<file path="src/rtl/div_arbiter.sv">
// Round-robin sequencer sharing one 32-bit restoring divider between NREQ requesters.
// Latency: req_ready at T, div_init at T+1, rsp_valid at T+35; responses are not back-pressured.
module div_arbiter #(
  parameter int NREQ = 4,
  parameter int IDW  = $clog2(NREQ)
) (
  input  logic                 CLK,
  input  logic                 RST,
  input  logic [NREQ-1:0]      req_valid,
  input  logic [NREQ*32-1:0]   req_dividend,
  input  logic [NREQ*32-1:0]   req_divisor,
  output logic [NREQ-1:0]      req_ready,
  output logic                 rsp_valid,
  output logic [IDW-1:0]       rsp_id,
  output logic [31:0]          rsp_quot,
  output logic [31:0]          rsp_rem,
  output logic                 rsp_dz,
  output logic                 div_init,
  output logic [31:0]          div_dividend,
  output logic [31:0]          div_divisor,
  input  logic [63:0]          div_rslt,
  input  logic                 div_busy
);

  typedef enum logic [1:0] {S_IDLE, S_ISSUE, S_WAIT} state_t;

  state_t          state_q, state_d;
  logic            guard_q;
  logic [IDW-1:0]  last_q, cur_id_q;
  logic [IDW-1:0]  win_id, cand;
  logic            win_found, grant, capture;
  logic [NREQ-1:0] req_ready_d;
  logic            div_init_d;
  int              idx;
  logic [31:0]     dvd_a [NREQ];
  logic [31:0]     dvs_a [NREQ];

  for (genvar g = 0; g < NREQ; g++) begin : g_unpack
    assign dvd_a[g] = req_dividend[32*g +: 32];
    assign dvs_a[g] = req_divisor[32*g +: 32];
  end

  // Search upward from last+1 with wrap-around; first valid requester wins.
  always_comb begin
    win_found = 1'b0;
    win_id    = '0;
    idx       = 0;
    cand      = '0;
    for (int k = 1; k <= NREQ; k++) begin
      idx = int'(last_q) + k;
      if (idx >= NREQ) idx = idx - NREQ;
      cand = IDW'(idx);
      if (!win_found && req_valid[cand]) begin
        win_found = 1'b1;
        win_id    = cand;
      end
    end
  end

  // The capture edge doubles as an idle slot so back-to-back grants are 35 cycles apart.
  assign capture = (state_q == S_WAIT) && !guard_q && !div_busy;
  assign grant   = win_found && !div_busy && ((state_q == S_IDLE) || capture);

  always_ff @(posedge CLK or posedge RST) begin
    if (RST) state_q <= S_IDLE;
    else     state_q <= state_d;
  end

  always_comb begin
    state_d = state_q;
    case (state_q)
      S_IDLE:  if (grant) state_d = S_ISSUE;
      S_ISSUE: state_d = S_WAIT;
      S_WAIT:  if (capture) state_d = grant ? S_ISSUE : S_IDLE;
      default: state_d = S_IDLE;
    endcase
  end

  always_comb begin
    req_ready_d = '0;
    if (grant) req_ready_d[win_id] = 1'b1;
    div_init_d = (state_q == S_ISSUE);
  end

  // div_dividend/div_divisor double as the latched operands of the owning request.
  always_ff @(posedge CLK or posedge RST) begin
    if (RST) begin
      guard_q      <= 1'b0;
      last_q       <= IDW'(NREQ - 1);
      cur_id_q     <= '0;
      req_ready    <= '0;
      div_init     <= 1'b0;
      div_dividend <= '0;
      div_divisor  <= '0;
      rsp_valid    <= 1'b0;
      rsp_id       <= '0;
      rsp_quot     <= '0;
      rsp_rem      <= '0;
      rsp_dz       <= 1'b0;
    end else begin
      guard_q   <= (state_q == S_ISSUE);
      req_ready <= req_ready_d;
      div_init  <= div_init_d;
      rsp_valid <= capture;
      if (grant) begin
        last_q       <= win_id;
        cur_id_q     <= win_id;
        div_dividend <= dvd_a[win_id];
        div_divisor  <= dvs_a[win_id];
      end
      if (capture) begin
        rsp_id   <= cur_id_q;
        rsp_quot <= div_rslt[31:0];
        rsp_rem  <= div_rslt[63:32];
        rsp_dz   <= (div_divisor == '0);
      end
    end
  end

endmodule

</file>
<file path="config.mk">
export PLATFORM = sky130hd
export DESIGN_NAME = div_arbiter
export DESIGN_NICKNAME = d
export VERILOG_FILES = /design/src/rtl/div_arbiter.sv
export SDC_FILE = /design/constraint.sdc
export NUM_CORES = 1
export LEC_CHECK = 0
export ABC_CLOCK_PERIOD_IN_PS = 9600
export CORE_AREA = 2 2 179 181
export CTS_CLUSTER_SIZE = 25
export DETAILED_ROUTE_END_ITERATION = 6
export DIE_AREA = 0 0 181 183
export PLACE_DENSITY_LB_ADDON = 0.05
export SETUP_SLACK_MARGIN = 0.1
export SYNTH_ARGS = -nofsm -noshare
export SYNTH_HDL_FRONTEND = slang
export SYNTH_SLANG_ARGS = --single-unit
</file>
<file path="constraint.sdc">
create_clock -name CLK -period 9.6 [get_ports CLK]
set_input_delay 1.92 -clock CLK [delete_from_list [all_inputs] [get_ports CLK]]
set_output_delay 1.92 -clock CLK [all_outputs]
set_load 0.05 [all_outputs]
</file>
==> flow_summary.yaml, run 1 <==
worst_setup_path:
  cp-end-kind: "register"
  r2r-start: "last_q[1]"
  critPathKind: "input port to register"
  r2r_slack_ns: 6.79
  worstPathArrival_ns: 4.90
  crit_path_start: "req_valid[3]"
  start_kind: "input port"
  required_ns: 9.95
  cp_max_fo: 67
sta:
  slew_headroom_pct: 30.55
  tightest_slew_ns: 1.037
  worst_slack_ns: 5.045
  finalCritPeriodShare_pct: 47.45
  fin_setup_tns_ns: 0
  fmaxAchievable_mhz: 219.5
  finalSetupViolCount: 0
  finalMaxSlewViolations: 0
  hold_violations: 0
  worst_clock_skew_ns: 0.01188
  rsz0062_at_grt: "false"
  fin_crit_ns: 4.555
clock_network:
  cts_tree: "built"
  cts_setup_buffers: 0
  cts-htree-levels: 4
  cts_hold_buffers: 0
  clk_latency_ns: 0.43
  path_clk_slew_ns: 0.07
  cts.sinks: 143
  cts_buffer_depth: 2
  cts_root_buffer: "clkbuf_16"
  cts_repair_resize_count: 0
  numCtsBuffers: 17
logic_synthesis:
  synthesis.area_um2: 8058
  synth_seq_cells: 143
  yosys_most_used_dff: "dfrtp_1"
  synth_nets: 1128
  postSynthAreaPerCell_um2: 10.06
  synth-edff-count: 0
  async_flop_share_pct: 100.0
  netlist_instances: 801
  yosysWarnings: 0
  ys_seq_area_share_pct: 44.44
  synth.distinct_cells: 41
placed_design:
  dpl_worst_slack_ns: 4.534
  hpwl_um: 25300
  port_buffers: 463
  gp_congestion: 0.7774
global_routing:
  grt_pass1_vias: 8193
  grt_max_degree: 68
  grt_pass1_wl_um: 52480
  antenna_found_initial: 5
  grt_overflow: 0
  grt_use_total_pct: 20.82
floorplanning:
  io_pins: 464
  core_area_um2: 31230
  start_util_pct: 25.80
  rows: 65
  die_x_um: 181
  die_area_um2: 33120
  dieHeight_um: 183
pwr:
  ir_drop_uv: 119.0
  leakage_uw: 0.005426
  p_per_area_nw_per_um2: 324.0
  power_uw: 4355
cells_and_area:
  nFillCells: 3108
  drive_gt1_share_pct: 11.26
  finalNetCount: 1540
  syn_to_final_growth_pct: 66.80
detailed_routing:
  dr.pass1.iters: 4
  drt-wirelength-per-cell_um: 21.65
  first_iter_violations: 357
  viasPerCell: 4.915
  route.vias.total: 8016
  drc_errors: 0
  ant_nets: 0
  routed_wl_um: 35310
run_status:
  outcome: "finished clean"
worst_hold_path:
  hold_start: "cur_id_q[1]"
  hold_class: "register to register"
flow_run:
  cap_violations: 0
## registers in the layout (all words and copies together), names as in the netlist, 2 cells and up
| register | cells |
|---|---|
| req_ready | 4 |
| cur_id_q | 2 |
| rsp_id | 2 |
| rsp_rem | 32 |
| rsp_quot | 32 |
| state_q | 2 |
| div_dividend | 32 |
| last_q | 2 |
| div_divisor | 32 |
## worst paths after layout
check / to / depth (start not counted)
worst max-delay path: div_dividend[7] / 7
worst min-delay path: cur_id_q[1] / 1
worst max register to register: div_dividend[18] / 5
worst min register to register: cur_id_q[1] / 1
max in group asynchronous: last_q[0] / 4
min in group asynchronous: rsp_quot[15] / 2
## cell type report
cell class	instances	area, um^2	area share (%)
repair buffers	475	4725	35.15
multi-input cells	507	3775	28.09
flip-flops and latches	143	3581	26.64
well taps	402	503.0	3.742
clock buffers	18	439.2	3.268
inverters	69	264.0	1.964
clock inverters	14	146.4	1.089
diodes	3	7.507	0.05586
## per-stage QoR
stage	util, %	hold WS (ns)	std cells	cell area [um^2]
2_1_floorplan	-	0.4441	801	8058
3_3_place_gp	41.14	0.4614	1596	12850
3_5_place_dp	41.14	0.4782	1596	12850
4_1_cts	43.01	0.4928	1628	13430
5_1_grt	43.04	0.5067	1631	13440
6_report	43.04	0.4861	1631	13440
## kinds of logic (layout without fill, tap and decap cells)
kind of cell / count (synthesis) / in the layout / synth area share, %
simple gates: 162 / 162 / 10.82
compound gates: 277 / 277 / 25.95
buf+inv: 151 / 576 / 9.301
other cells: 0 / 3 / 0
mux: 68 / 68 / 9.488
flops: 143 / 143 / 44.44
## metal layers
layer	track usage [%]	wire, um	share of wire, %
met2	35.22	17070	48
met4	5.431	500	1.4
met1	25.21	14600	41
met5	0	32	0.091
met3	7.427	3105	8.8
## critical path, cell delays in order
cell and delay (ns):
clkdlybuf4s50_1 0.76, nor4_2 0.12, nand3b_4 0.77, inv_2 0.31
buf_4 0.70, nor2_1 0.09, a21oi_1 0.14
## report_power, final
part | internal [uW] | switching (uW) | leakage (uW)
clock network | 354 | 318 | 0.000285
registers | 897 | 186 | 0.00166
logic | 912 | 1690 | 0.00348
total | 2160 | 2190 | 0.00543
## cell usage in the layout (no fill, tap or decap), types with 2 or more instances in the layout
cell type,Yosys,routed
nand2_1,2,2
inv_6,0,5
mux2_2,67,67
nand4_1,2,2
nor2b_1,3,2
a211oi_1,128,128
a221oi_1,55,55
diode_2,0,3
a21oi_1,69,69
a221oi_2,9,9
clkdlybuf4s50_1,0,463
clkinv_8,0,2
and3_1,64,64
nor4_1,8,8
o21ai_0,2,2
nand2b_2,0,2
inv_1,68,67
dfstp_2,2,2
clkbuf_16,0,17
dfrtp_1,141,141
clkinv_4,0,3
inv_8,0,4
and2_1,2,2
buf_4,11,12
nand2b_1,5,3
o21a_1,2,2
nor2_1,70,70
a21o_1,3,3
## Yosys cell counts, drive strengths merged (3+ instances only)
master | n | area (um^2)
inv | 69 | 259.0
and3 | 64 | 400.4
nand2b | 5 | 31.28
mux2 | 67 | 754.5
a21oi | 69 | 345.3
clkbuf | 32 | 120.1
buf | 50 | 370.4
nor4 | 9 | 62.56
dfrtp | 141 | 3528
a211oi | 128 | 960.9
a21o | 3 | 22.52
nor2 | 70 | 262.8
nor2b | 3 | 18.77
a221oi | 64 | 616.8
(Power assumes the default switching activity.)
==> inputs of run 2 (changes only) <==
ABC_CLOCK_PERIOD_IN_PS = 4200   (was 9600)
clock period = 4.2 ns   (was 9.6 ns; I/O delays follow)
==> run 2 against run 1 <==
  * Sequential share of layout area fell by 0.22 points
  * Routed wire length rose by 4.0%
  * Die area did not move
  * Critical path depth fell by 1
  * Hold slack got worse by 0.00053 ns
  * Cell count rose by 0.37%
  * Combinational power rose by 130%
  * Clock-buffer cell count fell by 1
  * Highest routed layer unchanged
==> flow_summary.yaml, run 2 (synthesis gave the netlist of run 1 again) <==
run_status:
  outcome: "finished clean"
pwr:
  p_per_area_nw_per_um2: 740.8
  pwr-share-seq_pct: 24.8
  clockPowerShare_pct: 15.4
  switching_power_uw: 5024
  power_uw: 10040
  ir_drop_uv: 322.6
  cell_internal_pwr_uw: 5014
  leakage_uw: 0.005461
  pwr-share-comb_pct: 59.7
  switching_share_pct: 50.05
sta:
  rsz0062_at_grt: "false"
  worst_clock_skew_ns: 0.01924
  slew_headroom_pct: 37.45
  finalSetupViolCount: 0
  worst_slack_ns: 1.312
  finalMaxSlewViolations: 0
  fin_setup_tns_ns: 0
  finalCritPeriodShare_pct: 68.75
  fmaxAchievable_mhz: 346.3
  tightest_slew_ns: 0.9383
  fin_crit_ns: 2.888
  hold_violations: 0
worst_setup_path:
  crit_chain: "clkdlybuf4s50_1 -> nor4_2 -> nand3b_4 -> buf_4 -> a221oi_1 -> a21oi_1"
  cp_max_fo: 66
  crit_path_start: "req_valid[3]"
  cp-end-kind: "register"
  cpPeakStageDelay_ns: 0.72
  cpMaxStageDelayCell: "buf_4"
  worstPathArrival_ns: 3.23
  critPathKind: "input port to register"
  r2r-start: "last_q[1]"
  required_ns: 4.54
  start_kind: "input port"
clock_network:
  cts.sinks: 143
  cts_buffer_depth: 2
  path_clk_slew_ns: 0.06
  cts_tree: "built"
  cts-htree-levels: 4
  numCtsBuffers: 17
  cts_repair_resize_count: 0
  clk_latency_ns: 0.43
  cts_root_buffer: "clkbuf_16"
  cts_setup_buffers: 0
  cts_hold_buffers: 0
detailed_routing:
  ant_nets: 0
  route.vias.total: 8260
  dr.pass1.iters: 4
  routed_wl_um: 36720
  drc_errors: 0
  viasPerCell: 5.046
  first_iter_violations: 332
  drt-wirelength-per-cell_um: 22.43
global_routing:
  grt_pass1_wl_um: 54300
  antenna_found_initial: 5
  grt_overflow: 0
  grt_max_degree: 69
  grt_pass1_vias: 8562
  grt_use_total_pct: 21.59
floorplanning:
  core_area_um2: 31230
  die_area_um2: 33120
  io_pins: 464
  start_util_pct: 25.80
  dieHeight_um: 183
  rows: 65
  die_x_um: 181
cells_and_area:
  nFillCells: 3059
  final_core_util_pct: 43.39
  drive_gt1_share_pct: 11.69
  multi_input_area_um2: 3775
  final_cell_mix: "clkdlybuf4s50_1 (463), dfrtp_1 (141), a211oi_1 (128), nor2_1 (70), a21oi_1 (69)"
  final_common_cell: "clkdlybuf4s50_1"
  regArea_um2: 3581
  finalNetCount: 1547
  syn_to_final_growth_pct: 68.17
placed_design:
  port_buffers: 463
  hpwl_um: 26090
  gp_congestion: 0.8369
  dpl_worst_slack_ns: 0.8597
worst_hold_path:
  hold_start: "cur_id_q[1]"
  hold_class: "register to register"
flow_run:
  cap_violations: 0
[run 2: worst max-delay path: cells and delay by family]
kind                   cells  cell delay (ns)
buffers and inverters      2             1.39
and+or+nand+nor            2             0.63
AOI/OAI and AO/OA          2             0.33
[run 2: worst paths after layout]
kind | end | slack (ns) | cells after the start
setup reg to reg | div_divisor[27] | 1.48 | 5
hold / removal | cur_id_q[1] | 0.49 | 1
setup / recovery | div_dividend[8] | 1.31 | 6
min in group asynchronous | rsp_quot[19] | 0.84 | 2
hold reg to reg | cur_id_q[1] | 0.49 | 1
max in group asynchronous | rsp_quot[22] | 2.44 | 3
[run 2: stage by stage]
step | cells | hold slack, ns | cell area, um^2
CTS | 1634 | 0.4870 | 13540
global placement | 1603 | 0.4616 | 12970
global route | 1637 | 0.5061 | 13550
detailed placement | 1603 | 0.4719 | 12970
floorplan | 801 | 0.4441 | 8061
finish | 1637 | 0.4856 | 13550
[run 2: power groups by stage]
stage	sequential, uW	combinational (uW)	clock, uW
5_1_grt	2590	6290	1650
3_3_place_gp	2500	6050	0
4_1_cts	2500	6060	1600
2_1_floorplan	4690	1610	0
6_report	2490	5990	1550
3_5_place_dp	2510	6050	0
[run 2: routing by layer]
layer / track usage [%] / wire (um) / part of all wire (%)
met1: 25.96 / 14890 / 41
met2: 37.54 / 18150 / 49
met3: 6.414 / 3023 / 8.2
met5: 0 / 32 / 0.087
met4: 6.049 / 621 / 1.7
[run 2: cell type report]
type | count | area share [%]
Multi-Input combinational cell | 507 | 27.86
Timing Repair Buffer | 482 | 35.81
Inverter | 69 | 1.939
Antenna cell | 3 | 0.05540
Tap cell | 402 | 3.712
Sequential cell | 143 | 26.43
Clock inverter | 14 | 1.062
Clock buffer | 17 | 3.139
==> inputs of run 3 (changes only) <==
ABC_CLOCK_PERIOD_IN_PS = 2350   (was 4200)
clock period = 2.35 ns   (was 4.2 ns; I/O delays follow)
==> run 3 against run 2 <==
  * Cell count increased by 2.0%
  * First-iteration DRC count increased by 28%
  * Clock power increased by 84%
  * Sequential power up 80%
  * Non-clock buffer count rose by 31
  * Via count up 0.63%
  * Clock-buffer cell count did not move
  * Hold slack worse by 0.0065 ns
  * Utilization up 1.5 points
==> flow_summary.yaml, run 3 (synthesis gave the netlist of run 1 again) <==
pwr:
  p_per_area_nw_per_um2: 1313
  pwr-share-comb_pct: 60.2
  clockPowerShare_pct: 15.5
  cell_internal_pwr_uw: 9482
  pwr-share-seq_pct: 24.3
  power_uw: 18430
  switching_power_uw: 8947
  leakage_uw: 0.005712
  switching_share_pct: 48.55
  ir_drop_uv: 565.0
worst_setup_path:
  start_kind: "register"
  cpPeakStageDelay_ns: 0.84
  crit_chain: "clkdlybuf4s50_1"
  cpMaxStageDelayCell: "clkdlybuf4s50_1"
  required_ns: 1.88
  cp_max_fo: 2
  worstPathArrival_ns: 1.71
  critPathKind: "register to output pin"
  path_buf_inv: 1
  cpLargestDelayFamily: "buffers and inverters"
  cp-end-kind: "output pin"
sta:
  finalCritPeriodShare_pct: 92.92
  finalSetupViolCount: 0
  worst_slack_ns: 0.1665
  fmaxAchievable_mhz: 458.0
  slew_headroom_pct: 57.47
  hold_violations: 0
  hold_slack_ns: 0.4791
  fin_crit_ns: 2.184
  worst_clock_skew_ns: 0.01202
  tightest_slew_ns: 0.6321
  rsz0062_at_grt: "false"
  finalMaxSlewViolations: 0
clock_network:
  cts_hold_buffers: 0
  cts_buffer_depth: 2
  clk_latency_ns: 0.43
  cts_repair_resize_count: 1
  path_clk_slew_ns: 0.07
  cts.sinks: 143
  cts-htree-levels: 4
  numCtsBuffers: 17
  cts_tree: "built"
  cts_root_buffer: "clkbuf_16"
  cts_setup_buffers: 0
detailed_routing:
  route.met2.wl_um: 17850
  first_iter_violations: 425
  dr.pass1.iters: 5
  viasPerCell: 4.980
  ant_nets: 0
  maxUsedRoutingLayer: "met5"
  drt-wirelength-per-cell_um: 21.76
  drc_errors: 0
  wl_met3_um: 2866
  wl_met1_um: 15020
  routed_wl_um: 36320
  route.vias.total: 8312
global_routing:
  antenna_found_initial: 6
  grt_overflow: 0
  grt_pass1_wl_um: 54480
  grt_use_total_pct: 21.55
  grt_max_degree: 49
  grt_pass1_vias: 8642
flow_run:
  cap_violations: 0
cells_and_area:
  syn_to_final_growth_pct: 74.15
  drive_gt1_share_pct: 13.79
  final_cell_area_um2: 14030
  final_cell_mix: "clkdlybuf4s50_1 (462), dfrtp_1 (141), a211oi_1 (128), nor2_1 (70), a21oi_1 (69)"
  final_core_util_pct: 44.93
  finalNetCount: 1578
  final_common_cell: "clkdlybuf4s50_1"
  nFillCells: 2977
floorplanning:
  rows: 65
  core_area_um2: 31230
  io_pins: 464
  dieHeight_um: 183
  die_x_um: 181
  start_util_pct: 25.80
  die_area_um2: 33120
worst_hold_path:
  hold_class: "register to register"
placed_design:
  gp_congestion: 0.8358
  placed_area_um2: 13430
  port_buffers: 463
  dpl_worst_slack_ns: -0.1737
  hpwl_um: 27350
run_status:
  outcome: "finished clean"
[run 3: cell count changes in the layout (fill, tap and decap cells not counted)]
| cell | delta |
|---|---|
| bufinv_16 | +2 |
| clkinv_2 | +3 |
| inv_8 | -2 |
| clkinv_4 | +2 |
| inv_6 | -4 |
| dlygate4sd2_1 | +1 |
| buf_12 | +18 |
| buf_4 | +13 |
| clkdlybuf4s50_1 | -1 |
| clkinvlp_4 | -2 |
| diode_2 | +2 |
[run 3: power groups by stage]
stage	registers (uW)	clock network, uW	logic (uW)
global placement	4510	0	11200
finish	4480	2850	11100
CTS	4500	2940	11200
global route	4680	3030	11600
floorplan	8380	0	2880
detailed placement	4530	0	11200
[run 3: layout make-up]
type | count | area (um^2) | share of cell area, %
repair buffers | 513 | 5309 | 37.83
multi-input cells | 507 | 3775 | 26.90
flip-flops and latches | 143 | 3581 | 25.52
well taps | 402 | 503.0 | 3.584
clock buffers | 17 | 425.4 | 3.032
inverters | 69 | 262.8 | 1.872
clock inverters | 13 | 163.9 | 1.168
diodes | 5 | 12.51 | 0.08917
[run 3: final timing paths]
path	start	endpoint	slack, ns	cells after the start
worst max-delay path	div_dividend[6]	div_dividend[6]	0.17	1
min in group asynchronous	RST	rsp_rem[26]	0.54	3
worst min register to register	cur_id_q[1]	cur_id_q[1]	0.48	1
worst max register to register	last_q[1]	div_dividend[3]	0.29	5
worst min-delay path	cur_id_q[1]	cur_id_q[1]	0.48	1
max in group asynchronous	RST	last_q[1]	1.52	3
[run 3: routing by layer]
| metal | vias to the layer above | GRT usage, % |
|---|---|---|
| li1 | 3913 | - |
| met1 | 4001 | 26.69 |
| met2 | 370 | 36.60 |
| met3 | 26 | 5.858 |
| met4 | 2 | 6.732 |
| met5 | - | 0 |
[run 3: metrics by stage]
step                cells  TNS (ns)
floorplan             801         0
global placement     1634   -0.8511
detailed placement   1634    -1.353
CTS                  1664         0
global route         1668         0
finish               1669         0
